## src/rtl/hazard_pkg.sv

```systemverilog
// Shared types for the ID-stage hazard controller.
//   fwd_sel_t     : branch comparator operand select (register file / EX-MEM ALU result)
//   stall_cause_t : reported reason for the current stall
//   md_state_t    : mul/div occupancy tracker states
package hazard_pkg;

    typedef enum logic [1:0] {
        FWD_RF  = 2'b00,
        FWD_MEM = 2'b01
    } fwd_sel_t;

    typedef enum logic [1:0] {
        CAUSE_NONE   = 2'b00,
        CAUSE_LOAD   = 2'b01,
        CAUSE_BRANCH = 2'b10,
        CAUSE_MD     = 2'b11
    } stall_cause_t;

    typedef enum logic [0:0] {
        MD_IDLE = 1'b0,
        MD_BUSY = 1'b1
    } md_state_t;

endpackage

```

## src/rtl/hazard_if.sv

```systemverilog
// Bundle between the pipeline (master) and the hazard controller (slave).
//   pipeline -> controller : ID operand/instruction info, EX and MEM write-back info,
//                            stall counter clear
//   controller -> pipeline : stall / id_flush, comparator forward selects,
//                            stall cause, mul/div busy, stall counter
interface hazard_if #(
    parameter int REG_AW = 5,
    parameter int CNT_W  = 16
);
    logic              id_valid;
    logic [REG_AW-1:0] id_rs;
    logic [REG_AW-1:0] id_rt;
    logic              id_use_rs;
    logic              id_use_rt;
    logic              id_branch;
    logic              id_md_start;
    logic              id_md_read;
    logic              ex_regwrite;
    logic              ex_memread;
    logic [REG_AW-1:0] ex_rd;
    logic              mem_regwrite;
    logic              mem_memtoreg;
    logic [REG_AW-1:0] mem_rd;
    logic              stall_cnt_clr;

    logic              stall;
    logic              id_flush;
    logic [1:0]        fwd_a;
    logic [1:0]        fwd_b;
    logic [1:0]        stall_cause;
    logic              md_busy;
    logic [CNT_W-1:0]  stall_cnt;

    modport master (
        output id_valid, id_rs, id_rt, id_use_rs, id_use_rt, id_branch,
               id_md_start, id_md_read, ex_regwrite, ex_memread, ex_rd,
               mem_regwrite, mem_memtoreg, mem_rd, stall_cnt_clr,
        input  stall, id_flush, fwd_a, fwd_b, stall_cause, md_busy, stall_cnt
    );

    modport slave (
        input  id_valid, id_rs, id_rt, id_use_rs, id_use_rt, id_branch,
               id_md_start, id_md_read, ex_regwrite, ex_memread, ex_rd,
               mem_regwrite, mem_memtoreg, mem_rd, stall_cnt_clr,
        output stall, id_flush, fwd_a, fwd_b, stall_cause, md_busy, stall_cnt
    );
endinterface

```

## src/rtl/hazard_ctrl_md_busy_tracker.sv

```systemverilog
// Mul/div occupancy tracker: IDLE/BUSY FSM with a down-counter.
//   clk, rst_n : clock, asynchronous active-low reset
//   issue      : a mult/div is accepted this cycle
//   busy       : unit occupied; high for MD_LATENCY-1 cycles after an accepted issue
module md_busy_tracker
    import hazard_pkg::*;
#(
    parameter int MD_LATENCY = 4
) (
    input  logic clk,
    input  logic rst_n,
    input  logic issue,
    output logic busy
);
    localparam logic [0:0] ST_IDLE = MD_IDLE;
    localparam logic [0:0] ST_BUSY = MD_BUSY;

    // A single-cycle unit is never occupied beyond its issue cycle.
    localparam bit CAN_BUSY = (MD_LATENCY > 1);
    localparam int CW       = (MD_LATENCY > 2) ? $clog2(MD_LATENCY - 1) : 1;
    localparam int LOAD_INT = (MD_LATENCY > 1) ? (MD_LATENCY - 2) : 0;
    localparam logic [CW-1:0] LOAD_VAL = LOAD_INT[CW-1:0];

    logic [0:0]    state_reg;
    logic [CW-1:0] cnt_reg;

    always_ff @(posedge clk or negedge rst_n) begin
        if (!rst_n) begin
            state_reg <= ST_IDLE;
            cnt_reg   <= '0;
        end else begin
            case (state_reg)
                ST_IDLE: begin
                    if (issue && CAN_BUSY) begin
                        state_reg <= ST_BUSY;
                        cnt_reg   <= LOAD_VAL;
                    end
                end
                default: begin
                    // Count 0 marks the last occupied cycle.
                    if (cnt_reg == '0) begin
                        state_reg <= ST_IDLE;
                    end else begin
                        cnt_reg <= cnt_reg - 1'b1;
                    end
                end
            endcase
        end
    end

    assign busy = (state_reg == ST_BUSY);

endmodule

```

## src/rtl/hazard_ctrl.sv

```systemverilog
// Hazard detection and ID-stage branch forwarding for a 5-stage MIPS pipeline.
//   clk, rst_n : clock, asynchronous active-low reset
//   bus        : hazard_if slave port (pipeline status in, stall/forward/status out)
// Detects load-use, branch-in-ID and mul/div-busy hazards, selects comparator
// forwarding from EX/MEM, reports the stall cause and counts stalled cycles.
module hazard_ctrl
    import hazard_pkg::*;
#(
    parameter int REG_AW     = 5,
    parameter int MD_LATENCY = 4,
    parameter int CNT_W      = 16
) (
    input  logic     clk,
    input  logic     rst_n,
    hazard_if.slave  bus
);
    // Register 0 is hard-wired, so it never creates a dependency.
    function automatic logic reg_hit(input logic use_op,
                                     input logic [REG_AW-1:0] src,
                                     input logic [REG_AW-1:0] rd);
        return use_op && (src == rd) && (rd != '0);
    endfunction

    logic         md_busy;
    logic         load_haz;
    logic         br_haz;
    logic         md_haz;
    logic         stall;
    logic         md_issue;
    stall_cause_t cause;
    fwd_sel_t     fwd_a_sel;
    fwd_sel_t     fwd_b_sel;
    logic [CNT_W-1:0] cnt_reg;

    always_comb begin
        load_haz = bus.ex_memread &&
                   (reg_hit(bus.id_use_rs, bus.id_rs, bus.ex_rd) ||
                    reg_hit(bus.id_use_rt, bus.id_rt, bus.ex_rd));

        // Branch compares in ID: an EX result is not ready yet, and a load in
        // MEM has no data until WB; only a MEM ALU result can be forwarded.
        br_haz = bus.id_branch &&
                 ((bus.ex_regwrite &&
                   (reg_hit(bus.id_use_rs, bus.id_rs, bus.ex_rd) ||
                    reg_hit(bus.id_use_rt, bus.id_rt, bus.ex_rd))) ||
                  (bus.mem_regwrite && bus.mem_memtoreg &&
                   (reg_hit(bus.id_use_rs, bus.id_rs, bus.mem_rd) ||
                    reg_hit(bus.id_use_rt, bus.id_rt, bus.mem_rd))));

        md_haz = md_busy && (bus.id_md_start || bus.id_md_read);

        stall = bus.id_valid && (load_haz || br_haz || md_haz);

        cause = CAUSE_NONE;
        if (stall) begin
            if (load_haz)    cause = CAUSE_LOAD;
            else if (br_haz) cause = CAUSE_BRANCH;
            else             cause = CAUSE_MD;
        end

        fwd_a_sel = FWD_RF;
        fwd_b_sel = FWD_RF;
        if (!stall && bus.id_valid && bus.id_branch &&
            bus.mem_regwrite && !bus.mem_memtoreg) begin
            if (reg_hit(bus.id_use_rs, bus.id_rs, bus.mem_rd)) fwd_a_sel = FWD_MEM;
            if (reg_hit(bus.id_use_rt, bus.id_rt, bus.mem_rd)) fwd_b_sel = FWD_MEM;
        end
    end

    // A stalled mult/div is held in ID and retried, so it must not start the unit.
    assign md_issue = bus.id_valid && bus.id_md_start && !stall;

    md_busy_tracker #(
        .MD_LATENCY (MD_LATENCY)
    ) u_md_busy_tracker (
        .clk   (clk),
        .rst_n (rst_n),
        .issue (md_issue),
        .busy  (md_busy)
    );

    // Saturating stall counter; clear wins over a coincident stall.
    always_ff @(posedge clk or negedge rst_n) begin
        if (!rst_n) begin
            cnt_reg <= '0;
        end else if (bus.stall_cnt_clr) begin
            cnt_reg <= '0;
        end else if (stall && (cnt_reg != '1)) begin
            cnt_reg <= cnt_reg + CNT_W'(1);
        end
    end

    assign bus.stall       = stall;
    assign bus.id_flush    = stall;
    assign bus.fwd_a       = fwd_a_sel;
    assign bus.fwd_b       = fwd_b_sel;
    assign bus.stall_cause = cause;
    assign bus.md_busy     = md_busy;
    assign bus.stall_cnt   = cnt_reg;

endmodule

```

## src/flat_wrapper.sv

```systemverilog
// flat-port wrapper written by rule: the top's interface ports become plain ports
module hazard_ctrl_flat import hazard_pkg::*;
#(
    parameter int REG_AW     = 5,
    parameter int MD_LATENCY = 4,
    parameter int CNT_W      = 16
)
  (clk, rst_n, bus_id_valid, bus_id_rs, bus_id_rt, bus_id_use_rs, bus_id_use_rt, bus_id_branch, bus_id_md_start, bus_id_md_read, bus_ex_regwrite, bus_ex_memread, bus_ex_rd, bus_mem_regwrite, bus_mem_memtoreg, bus_mem_rd, bus_stall_cnt_clr, bus_stall, bus_id_flush, bus_fwd_a, bus_fwd_b, bus_stall_cause, bus_md_busy, bus_stall_cnt);
  hazard_if #(.REG_AW(REG_AW), .CNT_W(CNT_W)) bus_i ();
  input  logic clk;
  input  logic rst_n;
  input wire logic [$bits(bus_i.id_valid)-1:0] bus_id_valid;
  input wire logic [$bits(bus_i.id_rs)-1:0] bus_id_rs;
  input wire logic [$bits(bus_i.id_rt)-1:0] bus_id_rt;
  input wire logic [$bits(bus_i.id_use_rs)-1:0] bus_id_use_rs;
  input wire logic [$bits(bus_i.id_use_rt)-1:0] bus_id_use_rt;
  input wire logic [$bits(bus_i.id_branch)-1:0] bus_id_branch;
  input wire logic [$bits(bus_i.id_md_start)-1:0] bus_id_md_start;
  input wire logic [$bits(bus_i.id_md_read)-1:0] bus_id_md_read;
  input wire logic [$bits(bus_i.ex_regwrite)-1:0] bus_ex_regwrite;
  input wire logic [$bits(bus_i.ex_memread)-1:0] bus_ex_memread;
  input wire logic [$bits(bus_i.ex_rd)-1:0] bus_ex_rd;
  input wire logic [$bits(bus_i.mem_regwrite)-1:0] bus_mem_regwrite;
  input wire logic [$bits(bus_i.mem_memtoreg)-1:0] bus_mem_memtoreg;
  input wire logic [$bits(bus_i.mem_rd)-1:0] bus_mem_rd;
  input wire logic [$bits(bus_i.stall_cnt_clr)-1:0] bus_stall_cnt_clr;
  output wire logic [$bits(bus_i.stall)-1:0] bus_stall;
  output wire logic [$bits(bus_i.id_flush)-1:0] bus_id_flush;
  output wire logic [$bits(bus_i.fwd_a)-1:0] bus_fwd_a;
  output wire logic [$bits(bus_i.fwd_b)-1:0] bus_fwd_b;
  output wire logic [$bits(bus_i.stall_cause)-1:0] bus_stall_cause;
  output wire logic [$bits(bus_i.md_busy)-1:0] bus_md_busy;
  output wire logic [$bits(bus_i.stall_cnt)-1:0] bus_stall_cnt;
  assign bus_i.id_valid = bus_id_valid;
  assign bus_i.id_rs = bus_id_rs;
  assign bus_i.id_rt = bus_id_rt;
  assign bus_i.id_use_rs = bus_id_use_rs;
  assign bus_i.id_use_rt = bus_id_use_rt;
  assign bus_i.id_branch = bus_id_branch;
  assign bus_i.id_md_start = bus_id_md_start;
  assign bus_i.id_md_read = bus_id_md_read;
  assign bus_i.ex_regwrite = bus_ex_regwrite;
  assign bus_i.ex_memread = bus_ex_memread;
  assign bus_i.ex_rd = bus_ex_rd;
  assign bus_i.mem_regwrite = bus_mem_regwrite;
  assign bus_i.mem_memtoreg = bus_mem_memtoreg;
  assign bus_i.mem_rd = bus_mem_rd;
  assign bus_i.stall_cnt_clr = bus_stall_cnt_clr;
  assign bus_stall = bus_i.stall;
  assign bus_id_flush = bus_i.id_flush;
  assign bus_fwd_a = bus_i.fwd_a;
  assign bus_fwd_b = bus_i.fwd_b;
  assign bus_stall_cause = bus_i.stall_cause;
  assign bus_md_busy = bus_i.md_busy;
  assign bus_stall_cnt = bus_i.stall_cnt;
  hazard_ctrl #(.REG_AW(REG_AW), .MD_LATENCY(MD_LATENCY), .CNT_W(CNT_W)) u_core (.clk(clk), .rst_n(rst_n), .bus(bus_i));
endmodule
```

## config.mk

```make
export PLATFORM = sky130hd
export DESIGN_NAME = hazard_ctrl_flat
export DESIGN_NICKNAME = d
export VERILOG_FILES = /design/src/rtl/hazard_pkg.sv /design/src/rtl/hazard_if.sv /design/src/rtl/hazard_ctrl_md_busy_tracker.sv /design/src/rtl/hazard_ctrl.sv /design/src/flat_wrapper.sv
export SDC_FILE = /design/constraint.sdc
export NUM_CORES = 1
export LEC_CHECK = 0
export CORE_UTILIZATION = 45
export DETAILED_ROUTE_END_ITERATION = 10
export PLACE_DENSITY = 0.82
export SKIP_CTS_REPAIR_TIMING = 1
export SYNTH_ARGS = -nofsm -noshare
export SYNTH_HDL_FRONTEND = slang
export SYNTH_SLANG_ARGS = --single-unit
```

## constraint.sdc

```tcl
create_clock -name clk -period 4.45 [get_ports clk]
set_input_delay 0.89 -clock clk [delete_from_list [all_inputs] [get_ports clk]]
set_output_delay 0.89 -clock clk [all_outputs]
set_load 0.02 [all_outputs]
```

==> impl_results.md <==
* Die Y at ~60 um
* Synth Area in Adders at 0.01671
* Final core utilization at 0.6883
* Leakage at 0.0009466 uW
* Fraction of layout cells with a size suffix above 1 at 0.07826
* Final period util at 0.9233
* Worst-path maximum fanout at 3
* P&R area growth vs syn at 42.61%
* CTS tree: done
* Post-synth ARST share at 1.000
* Final Skew at approximately 11 ps
* Mux cell area share after synthesis at 0.06683
* Synth top cells by count: 19 x dfrtp_1, 17 x xnor2_1, 14 x nor2_1
* Crit path required time at 3560 ps
* Post-synthesis xor/xnor area fraction at 0.1228
* Die ar. at 3563 um2
* Register bit total from synthesis at 19
* Gr usage total at 0.2320
* Outcome: finished, final reports clean
* Drt total wl at approximately 3700 um
* TNS Setup at 0 ps
* Syn Inst Count at 174
* # rows at 20
* CP Capture Type: output port
* Fmax at 243.4 MHz
* Vias/cell at 5.332
* Post-synth top area share at 0.3175
* DRC Markers at 0
* Synth Area in Simple Gates at 0.3300
* Main combinational cell family by area after synthesis: simple AND/OR/NAND/NOR gates
* Minimum clock period at 4109 ps
* Synthesized area per cell at 8.607 um2
* DP Wirelength at 2953 um
* TritonCTS buffer count at 3
* Largest net degree at the start of global routing at 26
* Initial Utilization at 0.4827
* Rel. slew slack at 0.4154
* IO Pins at 58
* Number of I/O port buffers at 55
* Top cells by area, synth: dfrtp_1 32%, xnor2_1 9.9%, mux2_1 5.3%
* Placer Congestion at around 0.84
* Compound-cell area share of the yosys netlist at 0.08605
* Warnings from Yosys at 0
* CP Launch Type: input port
* Max FFs per register at 16
* Max-slew violation count at 0
* Vias at approximately 1500
* Number of DRC markers in iteration 0 at 71
* Number of synthesized flops with an enable pin at 0
* RSZ-0062 raised after global routing: no
* Setup Viol. Count Final at 0
* Top_reg_cell synth: dfrtp_1
* Clock Sinks at 19
* Library cells used by synthesis at 40
* Seq/Total Area, Yosys at 0.3175
* Vias in the first global route at 1453
* H-tree levels at 1
* Final hold viol count at 0
* Routed Antenna Nets at 0
* Final nets at ~270
* Max-cap violations at 0
* Worst Hold Class: flop to flop
* Worst slew pin tran at 874.2 ps
* Grt total ovfl at 0
* CTS root buf: clkbuf_4
* Worst vdd ir at 0.1762 mV
* Count leader, synth: dfrtp_1
* Wirelength per Cell at between 10 and 15 um
* Die width at ~60 um
* Core area at 3103 um2
* Clk slew on worst S/H paths at ~120 ps
* WS Path Type: input port to output port
* Power per cell area at 249.8 nW/um2
* DRT Pass-1 Iters at 4
* Yosys top cell by area: dfrtp_1
* Inserted Diodes at 0
* Maximum root-to-sink buffer count at 2
* Post-Syn Area at 1498 um2
* Worst-Skew Late Latency at between 300 and 400 ps
* First-pass GRT wire length at 6127 um
* Initial antenna violation count at 0
* Worst path arrival time at between 3000 and 4000 ps
logic make-up after synthesis:
family	after synthesis
mux	9
simple gates	87
other cells	1
compound gates	21
fa+ha+maj	2
xor+xnor	21
buf+inv	14
flops	19
metrics by stage:
| stage | setup slack [ps] | total power, uW | hold slack, ps | area [um2] | instances |
|---|---|---|---|---|---|
| after floorplan | 810.3 | 358.2 | 467.2 | 1501 | 175 |
| after global placement | 41.25 | 439.7 | 486.1 | 2081 | 270 |
| after detailed placement | -16.05 | 444.8 | 499.7 | 2081 | 270 |
| after CTS | -13.69 | 537.2 | 516.6 | 2108 | 274 |
| after global routing | 244.0 | 569.6 | 552.2 | 2136 | 274 |
| final | 341.2 | 533.5 | 512.7 | 2136 | 274 |
worst paths after layout:
check	startpoint	end	slack [ps]	depth (start not counted)
min in group asynchronous	rst_n	u_core.bus.stall_cnt[15]$_DFFE_PN0P_	1050	1
worst min-delay path	u_core.u_md_busy_tracker.cnt_reg[0]$_DFFE_PN0P_	u_core.u_md_busy_tracker.cnt_reg[0]$_DFFE_PN0P_	510	1
worst min register to register	u_core.u_md_busy_tracker.cnt_reg[0]$_DFFE_PN0P_	u_core.u_md_busy_tracker.cnt_reg[0]$_DFFE_PN0P_	510	1
worst max register to register	u_core.bus.stall_cnt[2]$_DFFE_PN0P_	u_core.bus.stall_cnt[15]$_DFFE_PN0P_	2200	7
worst max-delay path	bus_mem_rd[1]	bus_fwd_b[0]	340	9
max in group asynchronous	rst_n	u_core.bus.stall_cnt[3]$_DFFE_PN0P_	2850	1
layer usage:
metal	GRT usage	part of all wire
met1	0.2520	0.42
met2	0.4270	0.53
met3	0.04545	0.026
met4	0.1096	0.031
met5	0	0
worst max-delay path, stage by stage:
cell	delay, ps
clkdlybuf4s50_1	460
or4_1	560
nor2_2	150
nor4_2	80
o2111a_1	250
and4b_1	290
and2_1	160
and3_1	150
dlymetal6s2s_1	220
cells in the final DEF (no fill, tap or decap), drive strengths merged:
cell type / count
buf: 6
o21ai: 4
o2111a: 1
nor3: 5
clkdlybuf4s50: 49
and3: 6
nor2b: 10
or3: 4
dlymetal6s2s: 6
or4: 5
a21o: 1
a21oi: 8
dfrtp: 19
xor2: 4
nor3b: 1
xnor2: 17
nand3: 6
clkinv: 1
clkbuf: 3
and4b: 1
nand4: 9
inv: 4
nand2: 13
nand2b: 4
a31oi: 1
mux2: 8
conb: 2
and2: 1
a22oi: 1
or2: 1
mux2i: 1
o31ai: 4
o22ai: 1
nor4: 6
nor2: 15
ha: 2
power breakdown:
group / switching [uW] / internal [uW]
Clock: 59.4 / 33.7
Combinational: 117 / 118
Sequential: 15.5 / 190
Total: 192 / 341
area by class of cell:
class | instances | area [um2]
Inverter | 4 | 15.01
Sequential cell | 19 | 475.5
Timing Repair Buffer | 61 | 610.6
Tap cell | 44 | 55.05
Clock buffer | 3 | 22.52
Fill cell | 284 | 967.2
Clock inverter | 1 | 5.005
Multi-Input combinational cell | 142 | 952.2
Note: power is estimated with default switching activity, not from simulation.
